[config.mk]
export PLATFORM = sky130hd
export DESIGN_NAME = sw_debounce_flat
export DESIGN_NICKNAME = d
export VERILOG_FILES = /design/src/rtl/sw_debounce_pkg.sv /design/src/rtl/sw_debounce_if.sv /design/src/rtl/sw_debounce_sync2.sv /design/src/rtl/sw_debounce.sv /design/src/flat_wrapper.sv
export SDC_FILE = /design/constraint.sdc
export NUM_CORES = 1
export LEC_CHECK = 0
export BUFFER_PORTS_ARGS = -buffer_cell sky130_fd_sc_hd__buf_2
export CORE_MARGIN = 1
export CORE_UTILIZATION = 60
export DETAILED_ROUTE_END_ITERATION = 8
export PLACE_DENSITY = 0.81
export RECOVER_POWER = 25
export SKIP_LAST_GASP = 1
export SLEW_MARGIN = 25
export SYNTH_ARGS = -nofsm -noshare
export SYNTH_HDL_FRONTEND = slang
export SYNTH_HIERARCHICAL = 1
export SYNTH_SLANG_ARGS = --single-unit
export TNS_END_PERCENT = 1
[constraint.sdc]
create_clock -name sys_clk -period 4.29 [get_ports sys_clk]
set_input_delay 1.287 -clock sys_clk [delete_from_list [all_inputs] [get_ports sys_clk]]
set_output_delay 1.287 -clock sys_clk [all_outputs]
set_load 0.03 [all_outputs]
[src/rtl/sw_debounce_pkg.sv]
// Shared definitions for the switch debounce stage and the downstream switch block.
// Holds the FSM encoding and the switch group widths.
package sw_debounce_pkg;

    localparam int SW_W  = 16;
    localparam int CTL_W = 3;
    localparam int GRP_W = SW_W + CTL_W;

    typedef enum logic [1:0] {
        ST_IDLE   = 2'd0,
        ST_SETTLE = 2'd1,
        ST_PEND   = 2'd2
    } state_t;

    typedef logic [GRP_W-1:0] grp_t;

endpackage

[src/rtl/sw_debounce_if.sv]
// Switch-group bus between raw board switches, the debouncer and the switch block.
// Optional commit counter present when SWDB_CHG_CNT_EN is defined.
interface sw_debounce_if;
    import sw_debounce_pkg::*;

    logic [SW_W-1:0]  sw_input;
    logic [CTL_W-1:0] sw_control;
    logic             freeze;
    logic [SW_W-1:0]  sw_val;
    logic [CTL_W-1:0] ctl_val;
    logic             sw_chg;
    logic             busy;
    state_t           dbg_state;
`ifdef SWDB_CHG_CNT_EN
    logic [7:0]       chg_cnt;
`endif

    // Strobe semantics: sw_chg is high for exactly one cycle, in the same cycle that
    // sw_val/ctl_val take their new value; no ready exists, consumers must sample it.
    modport slave (
        input  sw_input, sw_control, freeze,
        output sw_val, ctl_val, sw_chg, busy, dbg_state
`ifdef SWDB_CHG_CNT_EN
        , output chg_cnt
`endif
    );

    modport master (
        output sw_input, sw_control, freeze,
        input  sw_val, ctl_val, sw_chg, busy, dbg_state
`ifdef SWDB_CHG_CNT_EN
        , input chg_cnt
`endif
    );

endinterface

[src/rtl/sw_debounce_sync2.sv]
// Parameterised-width two-flop synchroniser with asynchronous active-low reset.
module sw_debounce_sync2 #(
    parameter int W = 1
) (
    input  logic         i_clk,
    input  logic         i_rst_n,
    input  logic [W-1:0] i_d,
    output logic [W-1:0] o_q
);

    logic [W-1:0] r_s1;
    logic [W-1:0] r_s2;

    always_ff @(posedge i_clk or negedge i_rst_n) begin
        if (!i_rst_n) begin
            r_s1 <= '0;
            r_s2 <= '0;
        end else begin
            r_s1 <= i_d;
            r_s2 <= r_s1;
        end
    end

    assign o_q = r_s2;

endmodule

[src/rtl/sw_debounce.sv]
// Synchronises and debounces the 19 raw switch bits as one group, with deferred commit under freeze.
// Define SWDB_CHG_CNT_EN to add the saturating chg_cnt commit counter.
module sw_debounce
    import sw_debounce_pkg::*;
#(
    parameter int DEB_CYCLES = 1000000
) (
    input  logic        sys_clk,
    input  logic        sys_rst_n,
    sw_debounce_if.slave bus
);

    localparam int               CNT_W   = $clog2(DEB_CYCLES);
    localparam logic [CNT_W-1:0] CNT_MAX = CNT_W'(DEB_CYCLES - 1);

    grp_t             w_s2;
    state_t           r_state, w_state_nxt;
    grp_t             r_cand,  w_cand_nxt;
    grp_t             r_out,   w_out_nxt;
    logic [CNT_W-1:0] r_cnt,   w_cnt_nxt;
    logic             r_chg,   w_chg_nxt;
    logic             r_busy;

    sw_debounce_sync2 #(.W(GRP_W)) u_sync2 (
        .i_clk   (sys_clk),
        .i_rst_n (sys_rst_n),
        .i_d     ({bus.sw_control, bus.sw_input}),
        .o_q     (w_s2)
    );

    always_ff @(posedge sys_clk or negedge sys_rst_n) begin
        if (!sys_rst_n) begin
            r_state <= ST_IDLE;
            r_cand  <= '0;
            r_out   <= '0;
            r_cnt   <= '0;
            r_chg   <= 1'b0;
            r_busy  <= 1'b0;
        end else begin
            r_state <= w_state_nxt;
            r_cand  <= w_cand_nxt;
            r_out   <= w_out_nxt;
            r_cnt   <= w_cnt_nxt;
            r_chg   <= w_chg_nxt;
            r_busy  <= (w_state_nxt != ST_IDLE);
        end
    end

    always_comb begin
        w_state_nxt = r_state;
        w_cand_nxt  = r_cand;
        w_out_nxt   = r_out;
        w_cnt_nxt   = r_cnt;
        w_chg_nxt   = 1'b0;
        case (r_state)
            ST_IDLE: begin
                if (w_s2 != r_out) begin
                    w_cand_nxt  = w_s2;
                    w_cnt_nxt   = '0;
                    w_state_nxt = ST_SETTLE;
                end
            end
            ST_SETTLE: begin
                if (w_s2 != r_cand) begin
                    w_cand_nxt = w_s2;
                    w_cnt_nxt  = '0;
                end else if (r_cnt == CNT_MAX) begin
                    // A bounce that settles back on the current outputs is dropped silently.
                    if (r_cand == r_out) begin
                        w_state_nxt = ST_IDLE;
                    end else if (bus.freeze) begin
                        w_state_nxt = ST_PEND;
                    end else begin
                        w_out_nxt   = r_cand;
                        w_chg_nxt   = 1'b1;
                        w_state_nxt = ST_IDLE;
                    end
                end else begin
                    w_cnt_nxt = r_cnt + CNT_W'(1);
                end
            end
            ST_PEND: begin
                if (w_s2 != r_cand) begin
                    w_cand_nxt  = w_s2;
                    w_cnt_nxt   = '0;
                    w_state_nxt = ST_SETTLE;
                end else if (!bus.freeze) begin
                    w_out_nxt   = r_cand;
                    w_chg_nxt   = 1'b1;
                    w_state_nxt = ST_IDLE;
                end
            end
            default: begin
                w_state_nxt = ST_IDLE;
            end
        endcase
    end

`ifdef SWDB_CHG_CNT_EN
    logic [7:0] r_chg_cnt;

    always_ff @(posedge sys_clk or negedge sys_rst_n) begin
        if (!sys_rst_n) begin
            r_chg_cnt <= 8'd0;
        end else if (w_chg_nxt && (r_chg_cnt != 8'hFF)) begin
            r_chg_cnt <= r_chg_cnt + 8'd1;
        end
    end

    assign bus.chg_cnt = r_chg_cnt;
`endif

    assign bus.sw_val    = r_out[SW_W-1:0];
    assign bus.ctl_val   = r_out[GRP_W-1:SW_W];
    assign bus.sw_chg    = r_chg;
    assign bus.busy      = r_busy;
    assign bus.dbg_state = r_state;

endmodule

[src/flat_wrapper.sv]
// flat-port wrapper written by rule: the top's interface ports become plain ports
module sw_debounce_flat import sw_debounce_pkg::*;
#(
    parameter int DEB_CYCLES = 1000000
)
  (sys_clk, sys_rst_n, bus_sw_input, bus_sw_control, bus_freeze, bus_sw_val, bus_ctl_val, bus_sw_chg, bus_busy, bus_dbg_state);
  sw_debounce_if bus_i ();
  input  logic sys_clk;
  input  logic sys_rst_n;
  input wire logic [$bits(bus_i.sw_input)-1:0] bus_sw_input;
  input wire logic [$bits(bus_i.sw_control)-1:0] bus_sw_control;
  input wire logic [$bits(bus_i.freeze)-1:0] bus_freeze;
  output wire logic [$bits(bus_i.sw_val)-1:0] bus_sw_val;
  output wire logic [$bits(bus_i.ctl_val)-1:0] bus_ctl_val;
  output wire logic [$bits(bus_i.sw_chg)-1:0] bus_sw_chg;
  output wire logic [$bits(bus_i.busy)-1:0] bus_busy;
  output wire logic [$bits(bus_i.dbg_state)-1:0] bus_dbg_state;
  assign bus_i.sw_input = bus_sw_input;
  assign bus_i.sw_control = bus_sw_control;
  assign bus_i.freeze = bus_freeze;
  assign bus_sw_val = bus_i.sw_val;
  assign bus_ctl_val = bus_i.ctl_val;
  assign bus_sw_chg = bus_i.sw_chg;
  assign bus_busy = bus_i.busy;
  assign bus_dbg_state = bus_i.dbg_state;
  sw_debounce #(.DEB_CYCLES(DEB_CYCLES)) u_core (.sys_clk(sys_clk), .sys_rst_n(sys_rst_n), .bus(bus_i));
endmodule
-- Word level (Yosys, flattened, before mapping)
Index checks and enable logic that the tools add are counted.
- memory bits (writable): 0
- word-level logic and storage cells: 60
- ROM bits: 0
- memories kept: 0
- output and inout port bits: 23
- bits in registers: 100
- bits in latches: 0
- bitwise operators: 0
- equal/unequal tests: 14
- multiplexer cells: 28
- multiply operators: 0
- reductions and logical operators: 9
- div/mod/pow operators: 0
- shifts and indexed selects: 0
- $lt $le $gt $ge: 0
- add/subtract/negate cells: 1
- operator list (operator ; count):
    19-bit 2-to-1 mux ; 7
    20-bit 2-to-1 mux ; 4
    19-bit one-hot mux with 2 select lines ; 2
    20-bit one-hot mux with 3 select lines ; 1
    19-bit inequality test ; 2
    20-bit by 1-bit adder with 20-bit output (second input constant) ; 1
    20-bit == test (second input constant) ; 1
    19-bit == test ; 1
    2-bit 2-to-1 mux ; 7
    2-bit by 1-bit inequality test with 1-bit output (second input constant) ; 4
    2-bit inequality test (second input constant) ; 3
    2-bit one-hot mux with 3 select lines ; 1
    2-bit nonzero test ; 3
    1-bit 2-to-1 mux ; 5
    5-bit AND reduction ; 1
    4-bit AND reduction ; 1
    3-bit inequality test (second input constant) ; 1
    3-bit AND reduction ; 1
    3-bit nonzero test ; 1
    2-bit by 1-bit == test with 1-bit output (second input constant) ; 1
    2-bit == test (second input constant) ; 1
    2-bit logical NOT ; 1
    1-bit one-hot mux with 2 select lines ; 1
    2-bit OR reduction ; 1

-- Logic depth before layout (Yosys ltp)
Gate-level depths: netlist of run 1.
- depth after elaboration: 6
- depth in mapped cells: 10
- mapped depth without buffers: 7

-- Cells and area by module
Netlist of run 1, hierarchy kept.
- by module, submodules not included (module ; instances ; cells an instance ; area each (um2)):
    sw_debounce ; 1 ; 343 ; 3708.6
    sw_debounce_sync2 ; 1 ; 38 ; 950.9

-- Worst setup path before layout of run 1
OpenSTA, ideal clock, no wires.
- path kind: register to register
- start: reg u_core.r_cand[14]
- end: reg u_core.r_out[10]
- stages on the path, launching flop included: 8
- setup time: 125 ps
- data required time: 4165 ps
- setup slack: 1519 ps
- arrival time: 2646 ps
- buffers on the path: 1
- path through: dfrtp_1 -> xor2_1 -> or4_1 -> or4b_4 -> a2111o_1 -> a2bb2oi_2 -> buf_6 -> mux2_4
- longest elaborated chain between the ends: 3
- elaborated cells between the ends (all ways): 6
- those cells by class: eq/ne: 5; reduce/logical: 1
- ends and longest elaborated chain (what ; RTL line ; RTL):
    start, declared ; sw_debounce.sv:18 ; grp_t r_cand, w_cand_nxt;
    start signal, assigned ; sw_debounce.sv:41 ; r_cand <= w_cand_nxt;
    19-bit inequality test or 19-bit == test (tied branches) ; sw_debounce.sv:64, sw_debounce.sv:83, sw_debounce.sv:69 ;
    2-bit inequality test (no line) ; n/a ;
    5-bit AND reduction (no line) * ; n/a ;
    end signal, assigned ; sw_debounce.sv:42 ; r_out <= w_out_nxt;
    end, declared ; sw_debounce.sv:19 ; grp_t r_out, w_out_nxt;
Every way passes the cells marked *; elsewhere a longest branch is shown, timed or not.
A chain may end at the register's enable or synchronous reset.

-- Worst setup path in the final report of run 1
- start: reg u_core.u_sync2.r_s2[12], in the netlist u_core/u_sync2/o_q[12]
- end: reg u_core.r_cand[17]
- longest elaborated chain between the ends: 3
- elaborated cells between the ends (all ways): 5
- those cells by class: eq/ne: 4; reduce/logical: 1
- ends and longest elaborated chain (what ; RTL line ; RTL):
    start, declared ; sw_debounce_sync2.sv:12 ; logic [W-1:0] r_s2;
    start signal, assigned ; sw_debounce_sync2.sv:20 ; r_s2 <= r_s1;
    19-bit inequality test, on equally long branches ; sw_debounce.sv:57, sw_debounce.sv:64, sw_debounce.sv:83 ;
    2-bit by 1-bit inequality test with 1-bit output (no line) ; n/a ;
    3-bit AND reduction (no line) * ; n/a ;
Marks and branches as above.

==> run_results.csv, run 1 <==
group,metric,value,unit
setup_path,required,4.54,ns
power_and_ir_drop,power_frac_seq,60.4,%
sta,finalMaxSlewViolations,65,
worst_hold_path,hold_path.class,"reg2reg",
final_layout,final_util,70.29,%
placement,port_buffers,44,
setup_path,path_cells,"xnor2_1, nand4_1, nor3_1, a21o_1, a21o_1, mux2_2",
global_routing,grt_max_degree,65,
power_and_ir_drop,switchingPower,417.5,µW
power_and_ir_drop,irDropWorstVdd,0.0002501,V
placement,hpwl,6.853,mm
synth,synth_simple_gate_area_share,14.42,%
final_layout,antenna_cells,0,
sta,holdWs,0.3521,ns
clock_tree,numCtsBuffers,9,
synth,synth.distinct_cells,49,
synth,synthArstFlopShare,100.0,%
synth,synth_ff_type,"dfrtp_1",
sta,finalSetupTns,0,ns
placement,dpl_worst_slack,1.302,ns
synth,synth_compound_area_share,8.083,%
setup_path,cp_max_fo,25,
setup_path,critical_path.endpoint_type,"flop",
run,drv_cap,1,
placement,gp_congestion,0.8900,
final_layout,final_cell_mix,"dfrtp_1, buf_2, xnor2_1",
power_and_ir_drop,finalPower,1647,µW
synth,ys_seq_elements,100,
synth,muxShareOfSynthArea,9.989,%
sta,fmax,326.4,MHz
setup_path,slowest_delay,0.69,ns
clock_tree,clkTransAtPathRegs,0.10,ns
power_and_ir_drop,p_leak,0.002177,µW
floorplan,dieHeight,90.13,µm
synth,syn_nets,408,
synth,syn_area,4659,µm²
final_layout,drive_gt1_share,26.27,%
synth,yosysSeqAreaShare,53.71,%
clock_tree,postCtsHoldBufs,0,
clock_tree,cts_sinks,100,
final_layout,finalNetCount,456,
floorplan,rows,31,
clock_tree,h-tree-depth,3,
clock_tree,postCtsSetupRepairBufs,0,
global_routing,track_usage,25.61,%
final_layout,final_common_cell,"dfrtp_1",
synth,synth_top_family_by_area,"simple AND/OR/NAND/NOR gates",
floorplan,die-width,90.13,µm
sta,slew_headroom,-3.394,%
route,initialDrtViolationCount,249,
synth,yosys.area.top_type,"dfrtp_1",
route,post_drt_wl_per_cell,18.07,µm
floorplan,fp.coreArea,7370,µm²
synth,synth_area_per_cell,12.23,µm²
sta,finClkSkew,0.01347,ns
route,drt_wl_total,9.629,mm
global_routing,antenna_found_initial,0,
outcome,status,"finished, violations left",
sta,rsz0062_at_grt,"false",
synth,synth_xor_area_share,10.71,%
setup_path,path_class,"reg2reg",
setup_path,critPathSlowestCell,"a21o_1",
setup_path,r2r_cells,6,
clock_tree,cts-resized-gates,0,
worst_hold_path,holdPathStages,0,
floorplan,die_area,8123,µm²
floorplan,start_util,63.23,%
power_and_ir_drop,p_sw_share,25.36,%
sta,final-setup-viol-count,0,
sta,worst_slack,1.226,ns
route,antenna_left,0,
power_and_ir_drop,p_per_area,317.9,nW/µm²
route,drc,0,
sta,fin_crit_sh,71.42,%
final_layout,syn2layout_area_growth,11.17,%
synth,postSynthCellCount,381,
synth,synth_fa_ha_area_share,1.343,%
power_and_ir_drop,intPower,1229,µW
setup_path,start_kind,"flop",
sta,worst_pin_slew,1.551,ns
clock_tree,clk_latency,0.37,ns
final_layout,multi_input_area,2085,µm²
final_layout,fillCellCount,535,
power_and_ir_drop,clkPwrFrac,34.4,%
outcome,violations,"max-capacitance violations, max-slew violations",
setup_path,worstPathArrival,3.32,ns
clock_tree,cts_root_buf,"clkbuf_8",
route,dr.pass1.iters,4,
final_layout,seqCellArea,2502,µm²
global_routing,grt_pass1_vias,3233,
route,viasPerCell,6.088,
power_and_ir_drop,combPwrFrac,5.2,%
setup_path,worst_path_most_repeated_cell,"a21o_1",
sta,period_needed,3.064,ns
floorplan,pin_count,45,
sta,hold_viol_final,0,
route,vias,3245,
synth,synth-edff-count,0,
global_routing,grt_pass1_wl,16.17,mm
synth,yosysWarnings,6,
synth,synth_top_cell_area_share,53.71,%
synth,yosys-top-cells-area,"dfrtp_1, xnor2_1, mux2_2",
clock_tree,clockBufferDepth,2,
global_routing,grt_overflow,0,
clock_tree,cts_tree,"built",
-- path summary, 6_finish.rpt --
kind                                                    from                                 to  slack, ns
max reg2reg                 u_core/u_sync2/o_q[12]$_DFF_PN0_      u_core/r_cand[17]$_DFFE_PN0P_       1.23
min reg2reg                u_core/u_sync2/r_s1[12]$_DFF_PN0_   u_core/u_sync2/o_q[12]$_DFF_PN0_       0.35
max                         u_core/u_sync2/o_q[12]$_DFF_PN0_      u_core/r_cand[17]$_DFFE_PN0P_       1.23
max in group asynchronous                          sys_rst_n  u_core/u_sync2/r_s1[13]$_DFF_PN0_       1.95
min                        u_core/u_sync2/r_s1[12]$_DFF_PN0_   u_core/u_sync2/o_q[12]$_DFF_PN0_       0.35
min in group asynchronous                          sys_rst_n    u_core/u_sync2/o_q[0]$_DFF_PN0_       1.31
-- cell usage after synthesis, drive strengths merged (3+ instances only) --
cell type  number
xor2           19
o21ai           4
inv             6
dfrtp         100
buf             4
clkbuf          9
nand4          17
xnor2          38
o31ai          17
nor3            5
nor4b           5
or3             4
nor4            9
mux2           38
a21oi          16
or2             5
and3            3
or4b            3
ha              5
or4            16
nand2          15
nand3           8
nor2            7
-- registers in the layout, summed over array words and instances, names as in the netlist --
register,count
u_core/bus.busy,1
u_core/r_out,19
u_core/r_cand,19
u_core/u_sync2/r_s1,19
u_core/bus.sw_chg,1
u_core/bus.dbg_state,2
u_core/r_cnt,20
u_core/u_sync2/o_q,19
-- metrics by stage --
step           cells  instance area, µm²
2_1_floorplan    381                4659
3_3_place_gp     517                4997
3_5_place_dp     517                4997
4_1_cts          533                5179
5_1_grt          533                5180
6_report         533                5180
-- critical path, delay by kind of cell, from the launching register on --
family           cells  cell delay, ns
AO/OA/AOI/OAI        2            1.33
AND/OR/NAND/NOR      2            0.52
flip-flops           1            0.43
multiplexers         1            0.42
XOR/XNOR             1            0.24
-- area by class of cell --
class / count / area share, %
well taps: 99 / 2.391
flip-flops and latches: 100 / 48.31
multi-input cells: 262 / 40.24
clock inverters: 6 / 1.039
clock buffers: 10 / 2.464
repair buffers: 50 / 5.121
inverters: 6 / 0.4348
-- routing by layer --
metal / GRT usage, % / share of wire, % / vias to the layer above
met4: 8.871 / 1.6 / 0
li1: - / - / 1513
met5: 0 / 0 / -
met3: 6.261 / 5.2 / 16
met2: 41.86 / 52 / 99
met1: 33.49 / 42 / 1617
-- power groups by stage --
stage	combinational, µW	clock [µW]	sequential, µW
floorplan	44.5	0	1010
global placement	83.8	0	1010
detailed placement	86.9	0	1010
CTS	87.5	585	995
global route	95.7	618	999
finish	85.6	566	995
-- cell families (layout without fill, tap and decap cells) --
family,count (synthesis),in the layout
compound gates,54,54
xor+xnor,57,57
fa+ha+maj,5,5
buf+inv,19,72
flops,100,100
mux,38,38
simple gates,108,108
(Power assumes the default switching activity.)
==> run 2: changes to the inputs <==
--- a/config.mk
+++ b/config.mk
@@ -7,9 +7,9 @@
 export LEC_CHECK = 0
 export BUFFER_PORTS_ARGS = -buffer_cell sky130_fd_sc_hd__buf_2
 export CORE_MARGIN = 1
-export CORE_UTILIZATION = 60
+export CORE_UTILIZATION = 59
 export DETAILED_ROUTE_END_ITERATION = 8
-export PLACE_DENSITY = 0.81
+export PLACE_DENSITY = 0.8
 export RECOVER_POWER = 25
 export SKIP_LAST_GASP = 1
 export SLEW_MARGIN = 25
==> constraint.sdc (replaced) <==
create_clock -name sys_clk -period 2.88 [get_ports sys_clk]
set_input_delay 0.864 -clock sys_clk [delete_from_list [all_inputs] [get_ports sys_clk]]
set_output_delay 0.864 -clock sys_clk [all_outputs]
set_load 0.03 [all_outputs]
==> run 2 against run 1 <==
Compared with the run above: the run now ends clean; via count rose by 1.8%; routed wire length grew 4.9%; global-route usage rose by 0.87 points; highest routed layer unchanged; critical path type unchanged.
==> run_results.csv, run 2 (synthesis gave the netlist of run 1 again) <==
group,metric,value,unit
outcome,status,"completed",
setup_path,cp_max_fo,14,
global_routing,antenna_found_initial,0,
setup_path,worstReg2RegStart,"u_core/r_cand[14]$_DFFE_PN0P_",
worst_hold_path,hold_path_end,"u_core/u_sync2/o_q[4]$_DFF_PN0_",
final_layout,instances_no_fill,545,
global_routing,track_usage,26.47,%
sta,fmax,356.1,MHz
sta,finClkSkew,0.01271,ns
final_layout,drive_gt1_share,27.54,%
sta,period_needed,2.808,ns
final_layout,syn2layout_area_growth,13.10,%
global_routing,use_met3,4.377,%
placement,port_buffers,44,
global_routing,grt_pass1_vias,3406,
power_and_ir_drop,power_frac_seq,59.7,%
worst_hold_path,min_from,"u_core/u_sync2/r_s1[4]$_DFF_PN0_",
clock_tree,postCtsSetupRepairBufs,0,
floorplan,rows,32,
final_layout,largest_reg_flops,20,
route,antenna_left,0,
global_routing,grt_busiest_layer,"met2",
power_and_ir_drop,switchingPower,647.4,µW
route,vias,3304,
worst_hold_path,hold_path.class,"reg2reg",
route,viasPerCell,6.062,
global_routing,grt_overflow,0,
final_layout,finalNetCount,465,
clock_tree,clk_latency,0.37,ns
setup_path,critical_path.endpoint_type,"flop",
final_layout,final_cell_mix,"dfrtp_1, buf_2, xnor2_1",
floorplan,start_util,60.61,%
setup_path,path_class,"reg2reg",
placement,dpl_worst_slack,0.1114,ns
setup_path,r2r_cells,7,
clock_tree,numCtsBuffers,9,
sta,final-setup-viol-count,0,
sta,holdWs,0.3459,ns
power_and_ir_drop,clkPwrFrac,35.1,%
worst_hold_path,holdPathStages,0,
route,drc,0,
clock_tree,cts_sinks,100,
sta,worst_slack,0.07191,ns
sta,rsz0062_at_grt,"false",
clock_tree,cts_tree,"built",
global_routing,grt_util_met1,33.03,%
final_layout,largest-register,"u_core/r_cnt",
sta,worst_pin_slew,1.203,ns
floorplan,die-width,90.87,µm
sta,hold_viol_final,0,
final_layout,final_util,68.55,%
floorplan,pin_count,45,
power_and_ir_drop,combPwrFrac,5.2,%
setup_path,r2r-end,"u_core/r_out[7]$_DFFE_PN0P_",
final_layout,antenna_cells,0,
clock_tree,clkTransAtPathRegs,0.11,ns
route,initialDrtViolationCount,185,
final_layout,final_common_cell,"dfrtp_1",
sta,finalMaxSlewViolations,0,
route,drt_wl_total,10.10,mm
route,dr.pass1.iters,4,
power_and_ir_drop,p_leak,0.002227,µW
clock_tree,h-tree-depth,3,
global_routing,grt_max_degree,91,
placement,dp.cells,529,
clock_tree,postCtsHoldBufs,0,
floorplan,die_area,8256,µm²
placement,gp_congestion,0.8948,
route,post_drt_wl_per_cell,18.54,µm
clock_tree,cts_root_buf,"clkbuf_8",
clock_tree,cts-resized-gates,0,
global_routing,use_met2,45.14,%
setup_path,worstPathArrival,3.05,ns
power_and_ir_drop,p_sw_share,26.07,%
floorplan,dieHeight,90.87,µm
floorplan,fp.coreArea,7687,µm²
power_and_ir_drop,irDropWorstVdd,0.0003676,V
power_and_ir_drop,p_per_area,471.2,nW/µm²
power_and_ir_drop,intPower,1836,µW
setup_path,ff2ff_setup_slack,0.07,ns
sta,fin_crit_sh,97.50,%
clock_tree,clockBufferDepth,2,
global_routing,grt_pass1_wl,16.88,mm
setup_path,required,3.13,ns
sta,finalSetupTns,0,ns
final_layout,fillCellCount,582,
run,drv_cap,0,
setup_path,start_kind,"flop",
sta,slew_headroom,19.80,%
placement,hpwl,7.187,mm
[run 2: changes by cell type in the layout (fill, tap and decap cells not counted), sizes merged]
cell,previous run,this run
buf,49,57
inv,10,9
clkinv,1,3
[run 2: power groups by stage]
stage	Clock, µW	Combinational (µW)	Sequential, µW
6_report	872	129	1480
5_1_grt	949	143	1490
4_1_cts	894	134	1480
3_5_place_dp	0	132	1510
3_3_place_gp	0	129	1510
2_1_floorplan	0	66.3	1500
[run 2: cell type report]
cell class | instances | area [µm²] | area share (%)
inverters | 6 | 22.52 | 0.4274
well taps | 102 | 127.6 | 2.422
repair buffers | 59 | 344.1 | 6.529
flip-flops and latches | 100 | 2502 | 47.48
clock buffers | 9 | 123.9 | 2.350
clock inverters | 7 | 68.82 | 1.306
multi-input cells | 262 | 2081 | 39.48
[run 2: critical path: stages, from the launching register on]
cell and delay [ns]:
dfrtp_1 0.44, xor2_1 0.18, or4_1 0.52, or4b_4 0.50, a2111o_1 0.41, a2bb2oi_2 0.16, buf_12 0.18, mux2_4 0.30
[run 2: metrics by stage]
step                power [µW]  cell area [µm²]
floorplan                 1567             4659
global placement          1635             5094
detailed placement        1642             5094
CTS                       2510             5286
global route              2579             5270
finish                    2483             5270
[run 2: worst max-delay path by stage]
stage | slack, ns | from | to
finish | 0.07 | u_core/r_cand[14]$_DFFE_PN0P_ | u_core/r_out[7]$_DFFE_PN0P_
global route | 0.02 | u_core/r_cand[9]$_DFFE_PN0P_ | u_core/r_out[5]$_DFFE_PN0P_
CTS | 0.08 | u_core/r_cand[14]$_DFFE_PN0P_ | u_core/r_out[7]$_DFFE_PN0P_
detailed placement | 0.11 | u_core/r_cand[14]$_DFFE_PN0P_ | u_core/r_out[12]$_DFFE_PN0P_
global placement | 0.13 | u_core/r_cand[14]$_DFFE_PN0P_ | u_core/r_out[12]$_DFFE_PN0P_
floorplan | 0.11 | u_core/r_cand[14]$_DFFE_PN0P_ | u_core/r_out[10]$_DFFE_PN0P_
[run 2: per-layer routing]
| metal | share of wire [%] | vias to the layer above | wire length, µm |
|---|---|---|---|
| li1 | - | 1528 | - |
| met1 | 42 | 1657 | 4251 |
| met2 | 52 | 97 | 5234 |
| met3 | 3.4 | 22 | 346 |
| met4 | 2.7 | 0 | 272 |
| met5 | 0 | - | 0 |
==> run 3: changes to the inputs <==
--- a/config.mk
+++ b/config.mk
@@ -6,10 +6,10 @@
 export NUM_CORES = 1
 export LEC_CHECK = 0
 export BUFFER_PORTS_ARGS = -buffer_cell sky130_fd_sc_hd__buf_2
+export CORE_ASPECT_RATIO = 0.6
 export CORE_MARGIN = 1
-export CORE_UTILIZATION = 59
+export CORE_UTILIZATION = 40
 export DETAILED_ROUTE_END_ITERATION = 8
-export PLACE_DENSITY = 0.8
 export RECOVER_POWER = 25
 export SKIP_LAST_GASP = 1
 export SLEW_MARGIN = 25
==> run 3 against run 2 <==
Compared with the run above: global-route usage fell by 7.2 points; sequential share of layout area fell by 2.3 points; sequential power barely moved; combinational power rose by 11%; sequential cell count did not move; first-iteration DRC count rose by 73%; hold slack improved by 0.0049 ns; worst setup slack improved by 0.037 ns; largest power group unchanged.
==> run_results.csv, run 3 (synthesis gave the netlist of run 1 again) <==
group,metric,value,unit
sta,hold_viol_final,0,
power_and_ir_drop,irDropWorstVdd,0.0002754,V
power_and_ir_drop,combPwrFrac,5.0,%
final_layout,drive_gt1_share,28.73,%
setup_path,r2r_cells,7,
final_layout,final_common_cell,"dfrtp_1",
final_layout,finalNetCount,471,
sta,fin_crit_sh,96.21,%
setup_path,path_buf_inv,1,
clock_tree,clockBufferDepth,2,
route,drt_wl_total,10.70,mm
sta,fmax,360.9,MHz
power_and_ir_drop,p_per_area,518.5,nW/µm²
global_routing,use_met3,5.751,%
route,antenna_left,0,
placement,port_buffers,44,
global_routing,grt_max_degree,57,
sta,rsz0062_at_grt,"false",
clock_tree,postCtsSetupRepairBufs,0,
sta,slew_headroom,24.67,%
sta,finalMaxSlewViolations,0,
global_routing,track_usage,19.30,%
global_routing,use_met2,24.80,%
clock_tree,numCtsBuffers,9,
power_and_ir_drop,switchingPower,638.3,µW
outcome,status,"completed",
floorplan,rows,30,
placement,hpwl,7.738,mm
final_layout,largest_reg_flops,20,
final_layout,largest-register,"u_core/r_cnt",
setup_path,worstPathArrival,3.00,ns
global_routing,grt_overflow,0,
run,drv_cap,0,
final_layout,antenna_cells,0,
floorplan,fp.coreArea,11340,µm²
setup_path,required,3.11,ns
route,post_drt_wl_per_cell,17.57,µm
power_and_ir_drop,p_sw_share,22.25,%
global_routing,antenna_found_initial,0,
route,drc,0,
clock_tree,cts_root_buf,"clkbuf_16",
clock_tree,cts_sinks,100,
setup_path,path_class,"reg2reg",
clock_tree,postCtsHoldBufs,0,
route,dr.pass1.iters,4,
floorplan,die_area,12100,µm²
setup_path,cp_top_family,"simple AND/OR/NAND/NOR gates",
setup_path,path_cells,"xor2_1, or4_1, or4b_4, a2111o_1, a2bb2oi_2, buf_4, mux2_4",
floorplan,start_util,41.10,%
route,vias,3271,
final_layout,final_util,48.81,%
floorplan,pin_count,45,
setup_path,cp_max_fo,11,
sta,worst_slack,0.1092,ns
sta,period_needed,2.771,ns
setup_path,slowest_delay,0.51,ns
route,initialDrtViolationCount,320,
worst_hold_path,hold_path.class,"reg2reg",
placement,gp_congestion,0.8812,
sta,finalSetupTns,0,ns
clock_tree,cts_tree,"built",
power_and_ir_drop,power_frac_seq,51.6,%
floorplan,die-width,141.3,µm
clock_tree,clkTransAtPathRegs,0.07,ns
clock_tree,cts-resized-gates,0,
sta,finClkSkew,0.01133,ns
global_routing,grt_pass1_vias,3233,
clock_tree,clk_latency,0.35,ns
floorplan,dieHeight,85.60,µm
route,viasPerCell,5.371,
global_routing,grt_pass1_wl,17.55,mm
sta,final-setup-viol-count,0,
setup_path,crit_cells,7,
setup_path,critPathSlowestCell,"or4_1",
setup_path,critical_path.endpoint_type,"flop",
final_layout,syn2layout_area_growth,18.74,%
global_routing,grt_busiest_layer,"met1",
setup_path,start_kind,"flop",
placement,dpl_worst_slack,0.1085,ns
worst_hold_path,holdPathStages,0,
power_and_ir_drop,p_leak,0.002314,µW
sta,worst_pin_slew,1.130,ns
global_routing,grt_util_met1,30.39,%
clock_tree,h-tree-depth,3,
power_and_ir_drop,intPower,2231,µW
final_layout,final_cell_mix,"dfrtp_1, buf_2, xnor2_1",
power_and_ir_drop,clkPwrFrac,43.4,%
-- run 3: changes by cell type in the layout (fill, tap and decap cells not counted), moves of 2 or more --
cell / delta
clkbuf_16: +9
clkbuf_8: -7
buf_4: +5
buf_12: +2
inv_8: -2
-- run 3: stage by stage --
step	hold slack (ns)	cells	total power (µW)	instance area, µm²
after floorplan	0.3312	381	1567	4659
after global placement	0.3354	593	1649	5224
after global routing	0.3559	609	2975	5533
final	0.3508	609	2869	5533
after detailed placement	0.3347	593	1653	5224
after CTS	0.3525	609	2906	5535
-- run 3: layout make-up --
type	instances	area, µm²
Inverter	6	22.52
Tap cell	160	200.2
Clock inverter	5	58.81
Fill cell	1048	5803
Sequential cell	100	2502
Clock buffer	11	252.7
Multi-Input combinational cell	262	2081
Timing Repair Buffer	65	415.4
-- run 3: metal layers --
| metal | share of wire (%) | up-vias |
|---|---|---|
| met2 | 39 | 100 |
| met5 | 0 | - |
| met1 | 54 | 1622 |
| met3 | 6.9 | 7 |
| met4 | 0.82 | 0 |
| li1 | - | 1542 |
-- run 3: final timing paths --
kind                                                  startpoint  slack, ns                         endpoint
worst max-delay path             u_core/u_sync2/o_q[9]$_DFF_PN0_       0.11      u_core/r_out[9]$_DFFE_PN0P_
worst min-delay path            u_core/u_sync2/r_s1[8]$_DFF_PN0_       0.35  u_core/u_sync2/o_q[8]$_DFF_PN0_
worst max register to register   u_core/u_sync2/o_q[9]$_DFF_PN0_       0.11      u_core/r_out[9]$_DFFE_PN0P_
worst min register to register  u_core/u_sync2/r_s1[8]$_DFF_PN0_       0.35  u_core/u_sync2/o_q[8]$_DFF_PN0_
max in group asynchronous                              sys_rst_n       1.28     u_core/r_cand[9]$_DFFE_PN0P_
min in group asynchronous                              sys_rst_n       0.73  u_core/u_sync2/o_q[4]$_DFF_PN0_
-- run 3: power by group through the flow --
stage	combinational, µW	clock, µW	sequential [µW]
after floorplan	66.3	0	1500
after global placement	144	0	1510
after detailed placement	145	0	1510
after CTS	146	1280	1480
after global routing	160	1330	1480
final	143	1240	1480
